===== src/rtl/soc_ctrl_cmd_engine.sv =====
// ----------------------------------------------------------------------------
// soc_ctrl_cmd_engine
//
// Purpose:
//   Decodes the host UART byte stream into SoC clock-enable, reset and
//   UART-routing controls. Single-byte opcodes act immediately. RUN_N (0x08)
//   and RESET_N (0x09) take ARG_BYTES little-endian argument bytes. STATUS
//   (0x0A) returns one status byte on a valid/ready channel. Every received
//   byte is decoded, including repeats of the previous byte.
//
// Ports:
//   clk          in   1  system clock
//   reset        in   1  synchronous, active-high
//   rx_valid     in   1  one-cycle strobe, rx_data holds a received byte
//   rx_data      in   8  received byte
//   tx_ready     in   1  transmitter can accept a byte
//   tx_valid     out  1  response byte pending
//   tx_data      out  8  response byte
//   soc_clk_en   out  1  SoC clock gate enable
//   soc_reset    out  1  SoC reset, active-high
//   tx_sel_ctrl  out  1  1: host TX driven by controller echo path, 0: by SoC
//   rx_block     out  1  1: SoC UART RX forced low
//   busy         out  1  high while collecting arguments or holding a response
//   led_n        out  1  active-low reset indicator (~soc_reset)
//
// Optional build macro:
//   CMD_ACK_EN - every completed command other than STATUS also returns an
//                acknowledge byte (0xA0 | opcode[3:0]); an invalid opcode or
//                an argument timeout returns 0xEE. If a response is already
//                pending, the acknowledge is dropped and err is set.
//
// FSM states:
//   state   | meaning
//   IDLE    | decode every received byte as an opcode
//   ARG     | collecting argument bytes for RUN_N / RESET_N
//   RESP    | response byte offered on tx, waiting for tx_ready
// ----------------------------------------------------------------------------
module soc_ctrl_cmd_engine #(
    parameter int RESET_CYCLES = 50,
    parameter int ARG_BYTES    = 3,
    parameter int ARG_TIMEOUT  = 270000
) (
    input  logic       clk,
    input  logic       reset,
    input  logic       rx_valid,
    input  logic [7:0] rx_data,
    input  logic       tx_ready,
    output logic       tx_valid,
    output logic [7:0] tx_data,
    output logic       soc_clk_en,
    output logic       soc_reset,
    output logic       tx_sel_ctrl,
    output logic       rx_block,
    output logic       busy,
    output logic       led_n
);

    localparam int CNT_W = 8 * ARG_BYTES;
    localparam int IDX_W = (ARG_BYTES > 1) ? $clog2(ARG_BYTES) : 1;
    localparam int TO_W  = $clog2(ARG_TIMEOUT + 1);

    localparam logic [7:0] OP_CLK_OFF   = 8'h00;
    localparam logic [7:0] OP_CLK_ON    = 8'h01;
    localparam logic [7:0] OP_RST_PULSE = 8'h02;
    localparam logic [7:0] OP_RST_CLR   = 8'h03;
    localparam logic [7:0] OP_TXSEL_SOC = 8'h04;
    localparam logic [7:0] OP_TXSEL_CTL = 8'h05;
    localparam logic [7:0] OP_RX_OPEN   = 8'h06;
    localparam logic [7:0] OP_RX_BLOCK  = 8'h07;
    localparam logic [7:0] OP_RUN_N     = 8'h08;
    localparam logic [7:0] OP_RESET_N   = 8'h09;
    localparam logic [7:0] OP_STATUS    = 8'h0A;

    typedef enum logic [1:0] {
        ST_IDLE = 2'd0,
        ST_ARG  = 2'd1,
        ST_RESP = 2'd2
    } state_t;

    state_t             state_q, state_d;
    logic [CNT_W-1:0]   arg_q, arg_d;
    logic [IDX_W-1:0]   arg_idx_q, arg_idx_d;
    logic               arg_op_q, arg_op_d;      // 0: RUN_N, 1: RESET_N
    logic [TO_W-1:0]    to_cnt_q, to_cnt_d;
    logic [CNT_W-1:0]   run_cnt_q, run_cnt_d;
    logic [CNT_W-1:0]   pulse_cnt_q, pulse_cnt_d;
    logic               clk_en_q, clk_en_d;
    logic               soc_reset_q, soc_reset_d;
    logic               tx_sel_q, tx_sel_d;
    logic               rx_block_q, rx_block_d;
    logic [7:0]         tx_data_q, tx_data_d;
    logic               err_q, err_d;

    logic               exec_en;
    logic [7:0]         exec_op;
    logic [CNT_W-1:0]   exec_arg;
    logic [CNT_W-1:0]   arg_full;
    logic               run_active;
    logic [7:0]         status_byte;
`ifdef CMD_ACK_EN
    logic               resp_req;
    logic [7:0]         resp_byte;
    logic               exec_bad;
`endif

    assign run_active  = (run_cnt_q != '0);
    assign status_byte = {2'b00, err_q, run_active, rx_block_q, tx_sel_q,
                          soc_reset_q, clk_en_q};

    always_comb begin
        state_d     = state_q;
        arg_d       = arg_q;
        arg_idx_d   = arg_idx_q;
        arg_op_d    = arg_op_q;
        to_cnt_d    = to_cnt_q;
        run_cnt_d   = run_cnt_q;
        pulse_cnt_d = pulse_cnt_q;
        clk_en_d    = clk_en_q;
        tx_sel_d    = tx_sel_q;
        rx_block_d  = rx_block_q;
        tx_data_d   = tx_data_q;
        err_d       = err_q;
        exec_en     = 1'b0;
        exec_op     = 8'h00;
        exec_arg    = '0;
        arg_full    = arg_q;
`ifdef CMD_ACK_EN
        resp_req    = 1'b0;
        resp_byte   = 8'h00;
        exec_bad    = 1'b0;
`endif

        // Free-running counters step first; any opcode executed below
        // overrides them, so a cancel on the expiry cycle wins.
        if (run_cnt_q != '0) begin
            run_cnt_d = run_cnt_q - CNT_W'(1);
            if (run_cnt_q == CNT_W'(1)) begin
                clk_en_d = 1'b0;
            end
        end
        if (pulse_cnt_q != '0) begin
            pulse_cnt_d = pulse_cnt_q - CNT_W'(1);
        end

        for (int i = 0; i < ARG_BYTES; i++) begin
            if (arg_idx_q == IDX_W'(i)) begin
                arg_full[8*i +: 8] = rx_data;
            end
        end

        case (state_q)
            ST_IDLE: begin
                if (rx_valid) begin
                    case (rx_data)
                        OP_RUN_N, OP_RESET_N: begin
                            state_d   = ST_ARG;
                            arg_d     = '0;
                            arg_idx_d = '0;
                            arg_op_d  = rx_data[0];
                            to_cnt_d  = TO_W'(ARG_TIMEOUT - 1);
                        end
                        OP_STATUS: begin
                            state_d   = ST_RESP;
                            tx_data_d = status_byte;
                            err_d     = 1'b0;
                        end
                        default: begin
                            exec_en = 1'b1;
                            exec_op = rx_data;
                        end
                    endcase
                end
            end

            ST_ARG: begin
                if (rx_valid) begin
                    arg_d     = arg_full;
                    arg_idx_d = arg_idx_q + IDX_W'(1);
                    to_cnt_d  = TO_W'(ARG_TIMEOUT - 1);
                    if (arg_idx_q == IDX_W'(ARG_BYTES - 1)) begin
                        state_d  = ST_IDLE;
                        exec_en  = 1'b1;
                        exec_op  = arg_op_q ? OP_RESET_N : OP_RUN_N;
                        exec_arg = arg_full;
                    end
                end else if (to_cnt_q == '0) begin
                    // Abort: the partial argument is discarded.
                    state_d = ST_IDLE;
                    err_d   = 1'b1;
`ifdef CMD_ACK_EN
                    resp_req  = 1'b1;
                    resp_byte = 8'hEE;
`endif
                end else begin
                    to_cnt_d = to_cnt_q - TO_W'(1);
                end
            end

            ST_RESP: begin
                if (tx_ready) begin
                    state_d = ST_IDLE;
                end
                // Only single-byte opcodes are honoured while a response is held.
                if (rx_valid) begin
                    if (rx_data == OP_RUN_N || rx_data == OP_RESET_N ||
                        rx_data == OP_STATUS) begin
                        err_d = 1'b1;
                    end else begin
                        exec_en = 1'b1;
                        exec_op = rx_data;
                    end
                end
            end

            default: begin
                state_d = ST_IDLE;
            end
        endcase

        if (exec_en) begin
            case (exec_op)
                OP_CLK_OFF: begin
                    clk_en_d  = 1'b0;
                    run_cnt_d = '0;
                end
                OP_CLK_ON: begin
                    clk_en_d  = 1'b1;
                    run_cnt_d = '0;
                end
                OP_RST_PULSE: pulse_cnt_d = CNT_W'(RESET_CYCLES);
                OP_RST_CLR:   pulse_cnt_d = '0;
                OP_TXSEL_SOC: tx_sel_d    = 1'b0;
                OP_TXSEL_CTL: tx_sel_d    = 1'b1;
                OP_RX_OPEN:   rx_block_d  = 1'b0;
                OP_RX_BLOCK:  rx_block_d  = 1'b1;
                OP_RUN_N: begin
                    run_cnt_d = exec_arg;
                    clk_en_d  = (exec_arg != '0);
                end
                OP_RESET_N:   pulse_cnt_d = exec_arg;
                default: begin
                    err_d = 1'b1;
`ifdef CMD_ACK_EN
                    exec_bad = 1'b1;
`endif
                end
            endcase
        end

`ifdef CMD_ACK_EN
        if (exec_en) begin
            resp_req  = 1'b1;
            resp_byte = exec_bad ? 8'hEE : {4'hA, exec_op[3:0]};
        end
        if (resp_req) begin
            if (state_q == ST_RESP) begin
                err_d = 1'b1;
            end else begin
                state_d   = ST_RESP;
                tx_data_d = resp_byte;
            end
        end
`endif

        soc_reset_d = (pulse_cnt_d != '0);
    end

    always_ff @(posedge clk) begin
        if (reset) begin
            state_q     <= ST_IDLE;
            arg_q       <= '0;
            arg_idx_q   <= '0;
            arg_op_q    <= 1'b0;
            to_cnt_q    <= '0;
            run_cnt_q   <= '0;
            pulse_cnt_q <= '0;
            clk_en_q    <= 1'b1;
            soc_reset_q <= 1'b0;
            tx_sel_q    <= 1'b0;
            rx_block_q  <= 1'b0;
            tx_data_q   <= 8'h00;
            err_q       <= 1'b0;
        end else begin
            state_q     <= state_d;
            arg_q       <= arg_d;
            arg_idx_q   <= arg_idx_d;
            arg_op_q    <= arg_op_d;
            to_cnt_q    <= to_cnt_d;
            run_cnt_q   <= run_cnt_d;
            pulse_cnt_q <= pulse_cnt_d;
            clk_en_q    <= clk_en_d;
            soc_reset_q <= soc_reset_d;
            tx_sel_q    <= tx_sel_d;
            rx_block_q  <= rx_block_d;
            tx_data_q   <= tx_data_d;
            err_q       <= err_d;
        end
    end

    assign tx_valid    = (state_q == ST_RESP);
    assign tx_data     = tx_data_q;
    assign soc_clk_en  = clk_en_q;
    assign soc_reset   = soc_reset_q;
    assign tx_sel_ctrl = tx_sel_q;
    assign rx_block    = rx_block_q;
    assign busy        = (state_q != ST_IDLE);
    assign led_n       = ~soc_reset_q;

endmodule


===== config.mk =====
export PLATFORM = sky130hd
export DESIGN_NAME = soc_ctrl_cmd_engine
export DESIGN_NICKNAME = d
export VERILOG_FILES = /design/src/rtl/soc_ctrl_cmd_engine.sv
export SDC_FILE = /design/constraint.sdc
export NUM_CORES = 1
export LEC_CHECK = 0
export ABC_AREA = 1
export CAP_MARGIN = 30
export CORE_MARGIN = 1.5
export CORE_UTILIZATION = 35
export CTS_CLUSTER_SIZE = 24
export DETAILED_ROUTE_END_ITERATION = 6
export PLACE_DENSITY_LB_ADDON = 0.2
export RECOVER_POWER = 50
export SLEW_MARGIN = 20
export SYNTH_ARGS = -nofsm -noshare
export SYNTH_HDL_FRONTEND = slang
export SYNTH_SLANG_ARGS = --single-unit

===== constraint.sdc =====
create_clock -name clk -period 2.65 [get_ports clk]
set_clock_uncertainty 0.05 [all_clocks]
set_input_delay 0.795 -clock clk [delete_from_list [all_inputs] [get_ports clk]]
set_output_delay 0.795 -clock clk [all_outputs]
set_load 0.02 [all_outputs]

After elaboration in Yosys (flattened, before gate mapping)
Index checks and enable logic that the tools add are counted.
Widths: inputs -> output; s select.
{"block": "totals", "input_bits": 12, "regBits": 107}
{"block": "classes", "muxes": 62, "n_addsub": 4, "n_eq_ne": 25, "n_bitwise": 1, "n_reduce_logical": 25}
{"cell": "$mux 24", "count": 10}
{"cell": "$pmux 24 s2", "count": 2}
{"cell": "$reduce_bool 24->1", "count": 4}
{"cell": "$mux 19", "count": 4}
{"cell": "$pmux 24 s3", "count": 1}
{"cell": "$mux 8", "count": 7}
{"cell": "$sub 24x1->24 const B", "count": 2}
{"cell": "$eq 8x4->1 const B", "count": 5}
{"cell": "$pmux 19 s2", "count": 1}
{"cell": "$eq 8x3->1 const B", "count": 4}
{"cell": "$eq 24x1->1 const B", "count": 1}
{"cell": "$pmux 8 s3", "count": 1}
{"cell": "$logic_not 19->1", "count": 1}
{"cell": "$sub 19x1->19 const B", "count": 1}
{"cell": "$mux 1", "count": 18}
{"cell": "$eq 8x2->1 const B", "count": 2}
{"cell": "$mux 2", "count": 8}
{"cell": "$reduce_or 10->1", "count": 1}
{"cell": "$ne 3x3->1 const B", "count": 3}
{"cell": "$pmux 1 s3", "count": 3}
{"cell": "$eq 8x1->1 const B", "count": 1}
{"cell": "$logic_not 8->1", "count": 1}
{"cell": "$mux 4", "count": 2}
{"cell": "$pmux 2 s2", "count": 2}
{"cell": "other kinds (18)", "count": 32}

Logic depth before layout (Yosys ltp)
{"block": "depth", "ltp_word": 10, "mapped_depth": 20, "ltp_nobuf": 20}

Worst setup path before layout
No wires, ideal clock.
{"block": "synth_timing", "path_kind": "in2reg", "startpoint": "in rx_valid", "endpoint": "reg soc_reset_q, in the netlist soc_reset", "path_stages": 18, "setup_ns": 0.110, "slack_ns": 0.150, "required_ns": 2.490, "arrival_ns": 2.340, "path_buffers": 2, "path_cell_list": "buf_6 nand2_4 nand2_1 nand2_2 nor2_1 nor2_2 nand3_2 nor2_8 nand2_4 buf_6 nand3_1 nand2_1 nor2_1 nand2_1 nor2_1 nand3_1 nand2_1 inv_1"}
{"block": "synth_via", "elab_chain_cells": 6, "word_cells_on_any_way": 16, "classes_between": "eq/ne (3); mux (12); reduce/logical (1)"}
{"item": "from (decl)", "line": "45", "text": "input logic rx_valid,"}
{"item": "$mux 8 (tied with other cells)", "line": "204", "text": "if (rx_valid) begin"}
{"item": "$pmux 8 s3", "line": "151", "text": "case (state_q)"}
{"item": "$eq 8x4->1 / $eq 8x2->1 (equally long branches)", "line": "221", "text": "case (exec_op)"}
{"item": "$pmux 24 s3", "line": "221"}
{"item": "$mux 24 (*)", "line": "220", "text": "if (exec_en) begin"}
{"item": "$reduce_bool 24->1 (*)", "line": "265", "text": "soc_reset_d = (pulse_cnt_d != '0);"}
{"item": "to (signal assigned)", "line": "292", "text": "soc_reset_q <= soc_reset_d;"}
{"item": "to (decl)", "line": "88", "text": "logic soc_reset_q, soc_reset_d;"}
Every way passes the cells marked *; elsewhere a longest branch is shown, timed or not.
A chain may end at the register's enable or synchronous reset.

Worst setup path in the final report
{"block": "layout_timing", "startpoint": "in rx_data[2]", "endpoint": "reg soc_reset_q, in the netlist soc_reset"}
{"block": "layout_via", "elab_chain_cells": 10, "word_cells_on_any_way": 28, "classes_between": "eq/ne (6); mux (18); reduce/logical (4)"}
{"item": "from (decl)", "line": "46", "text": "input logic [7:0] rx_data,"}
{"item": "$eq 8x4->1", "line": "154, 205"}
{"item": "$logic_or 1x1->1 (2 in a row)", "line": "205", "text": "if (rx_data == OP_RUN_N || rx_data == OP_RESET_N ||"}
{"item": "$mux 8", "line": "205"}
{"item": "$mux 8", "line": "204"}
{"item": "$pmux 8 s3", "line": "151"}
{"item": "$eq 8x4->1 / $eq 8x2->1 (equally long branches)", "line": "221"}
{"item": "$pmux 24 s3", "line": "221"}
{"item": "$mux 24 (*)", "line": "220"}
{"item": "$reduce_bool 24->1 (*)", "line": "265"}
Marks and branches as above.

==> run metrics <==
vias per cell=4.95; Post-synth top flop=dfxtp_1; Hold Fails Final Rpt=0; CP required=2870 ps; Clock transition at path regs=80 ps; Max IR drop VDD=0.000417 V; Initial DRC Count=474; Post-Synth XOR/XNOR Area=3.25%; Compound-Gate Fraction of Synth Area=15.0%; most common cell in the synthesized netlist=nand2_1; routed wl met2=10000 µm; syn avg cell area=6.25 µm²; minimum clock period=2540 ps; register bit total from synthesis=106; total power=0.00743 W; register area=2120 µm²; Synth cell types=48; initial antenna violation count=0; Post-Synth Simple-Gate Area=38.8%; Synth Instances=1078; Crit path arrival time=2760 ps; I/O Pins=27; M1 WL=9770 µm; routed length on met3=751 µm; Power Density=838 nW/µm²; WL/cell=14.2 µm; H-Tree Depth=3; MaxCap Viol Count=0; Max Clock Freq=393 MHz; total CTS buffers=9; Hold WC Path Type=register to register; CP Capture Type=register; core footprint=18800 µm²; Max Slew Vio Count=0; top cells by count, synth=nand2_1, nor2_1, a21oi_1; largest net degree at the start of global routing=55; area delta synth->final=31.5%; global route overflow=0; antenna cells=0; gpl congestion=0.936; Via Count=7300; Detailed Route WL=20900 µm; DP Wirelength=15900 µm; critical path launch point type=input pin; worst skew pair latency=360 ps; Post-synth EDFFs=0; TritonCTS clock tree=built; Clk Tree Root Cell=clkbuf_16; Critical Path Fanout Max=6; Placement Rows=50; slew margin rel.=59.8%; final setup violation count=0; Leak Pwr=4.11 nW; mux contribution to synthesized area=0%; Die Ht=142 µm; main combinational cell family by area after synthesis=simple AND/OR/NAND/NOR gates; Synth area leaders=dfxtp_1, nand2_1, nor2_1; Async SR Flop Fraction=0%; DRC viols=0; Initial Util=35.9%; Fillers=1944; number of global-route vias before repair=6998; IO buf count=24; Post-Synthesis Cell Area=6740 µm²; Synth warnings=0; final antenna-violating net count=0; first-pass GRT wire length=34100 µm; fraction of layout cells with a size suffix above 1=21.1%; fin nets=1259; Clock Path Buffers=2; DIE AREA=20100 µm²; DP Area=8250 µm²; GRT Util Overall=21.3%; detailed-router iteration count before antenna repair=5; worst-margin pin slew=603 ps; Clock Sinks=106; post-synth top area cell=dfxtp_1; Synth top area share=31.5%; top routing layer in use=met4; post-synthesis sequential area ratio=31.5%; post-route cell area=8860 µm²; Die X=142 µm; area of the multi-input gates=4150 µm²; run status=finished, final reports clean; adder-cell area share of the yosys netlist=2.23%; Crit Path Category=input pin to register; final cycle utilization of the critical path=95.9%
==> where the power goes <==
part / total (W) / switching [W] / internal, W / leakage, nW
Combinational: 0.00394 / 0.00229 / 0.00165 / 3.10
Clock: 0.00143 / 0.000677 / 0.000752 / 0.149
Sequential: 0.00205 / 0.000191 / 0.00186 / 0.861
Total: 0.00743 / 0.00316 / 0.00426 / 4.11
==> critical path, stage by stage <==
cell           delay [ps]
dlygate4sd2_1         240
inv_2                  70
nand2_2                70
nor2_2                130
nand2_4               100
nand3_2                80
nand2_2                60
buf_6                 120
nand2_4                70
nand4_4               170
buf_12                210
nand3b_1              120
nand2_1                70
nor2_1                110
nand2_1                60
nor2_1                110
nand3_1                80
nand2_1                60
inv_1                  30
==> through the flow <==
| stage | setup TNS, ps | setup WS (ps) | std cells | hold WS, ps | util (%) |
|---|---|---|---|---|---|
| 2_1_floorplan | 0 | 150 | 1079 | 390 | - |
| 3_3_place_gp | -25580 | -540 | 1443 | 401 | 43.9 |
| 3_5_place_dp | -27210 | -580 | 1443 | 406 | 43.9 |
| 4_1_cts | 0 | 2.27 | 1471 | 420 | 46.7 |
| 5_1_grt | -6.32 | -6.32 | 1474 | 435 | 47.2 |
| 6_report | 0 | 108 | 1474 | 416 | 47.2 |
==> layout by cell type, fill, tap and decap left out, types with 6 or more instances in the layout <==
master and count:
dfxtp_1 106, or2_2 13, nor2_2 11, clkbuf_16 13, inv_1 101, nand2_1 241, nand3_1 78, a21oi_1 118
nand2_2 6, o21ai_0 44, nor3_1 13, a31oi_1 7, xor2_1 20, nand2_4 8, nand4_1 13, nor2_1 176
nand3_2 17, buf_4 150, ha_1 11, inv_2 8, clkdlybuf4s50_1 13, clkbuf_2 6
==> repair_timing <==
action | 4_1_cts | 5_1_grt
hold buffers | 0 | 0
resized for setup | 31 | 37
cloned | 3 | 1
pin swaps | 19 | 26
endpoints found under the setup margin | 41 | 9
buffers inserted | 9 | 2
==> layout make-up <==
| cell class | instances | area share [%] |
|---|---|---|
| clock inverter | 7 | 1.00 |
| inverter | 110 | 4.66 |
| tap | 234 | 3.30 |
| clock buffer | 9 | 2.54 |
| multi-input combinational | 821 | 46.9 |
| sequential | 106 | 23.9 |
| timing repair buffer | 187 | 17.7 |
==> per-layer routing <==
metal | GRT usage, % | vias to the layer above
met1 | 27.6 | 3333
met3 | 2.56 | 33
met5 | 0 | -
met2 | 37.4 | 123
li1 | - | 3811
met4 | 5.70 | 0
==> worst paths after layout <==
kind | cells past startpoint | slack [ps] | to | start
worst max-delay path | 19 | 110 | soc_reset | rx_data[2]
worst min-delay path | 2 | 420 | arg_q[3] | arg_q[3]
worst max register to register | 19 | 130 | soc_reset | state_q[0]
worst min register to register | 2 | 420 | arg_q[3] | arg_q[3]
==> flip-flops by register name, summed over array words and instances (netlist names) <==
| name | cells |
|---|---|
| arg_idx_q | 2 |
| state_q | 2 |
| tx_sel_ctrl | 1 |
| tx_data | 6 |
| soc_clk_en | 1 |
| run_cnt_q | 24 |
| rx_block | 1 |
| pulse_cnt_q | 24 |
| arg_q | 23 |
| err_q | 1 |
| to_cnt_q | 19 |
| arg_op_q | 1 |
| soc_reset | 1 |
==> logic make-up (layout without fill, tap and decap cells) <==
logic type,count (synthesis),count (layout)
adder cells (fa/ha/maj),12,12
AND/OR/NAND/NOR,594,594
flip-flops,106,106
XOR/XNOR,25,25
other,1,2
AO/OA/AOI/OAI,188,188
buffers and inverters,152,313
No activity file was read; power rests on OpenSTA's default activity.
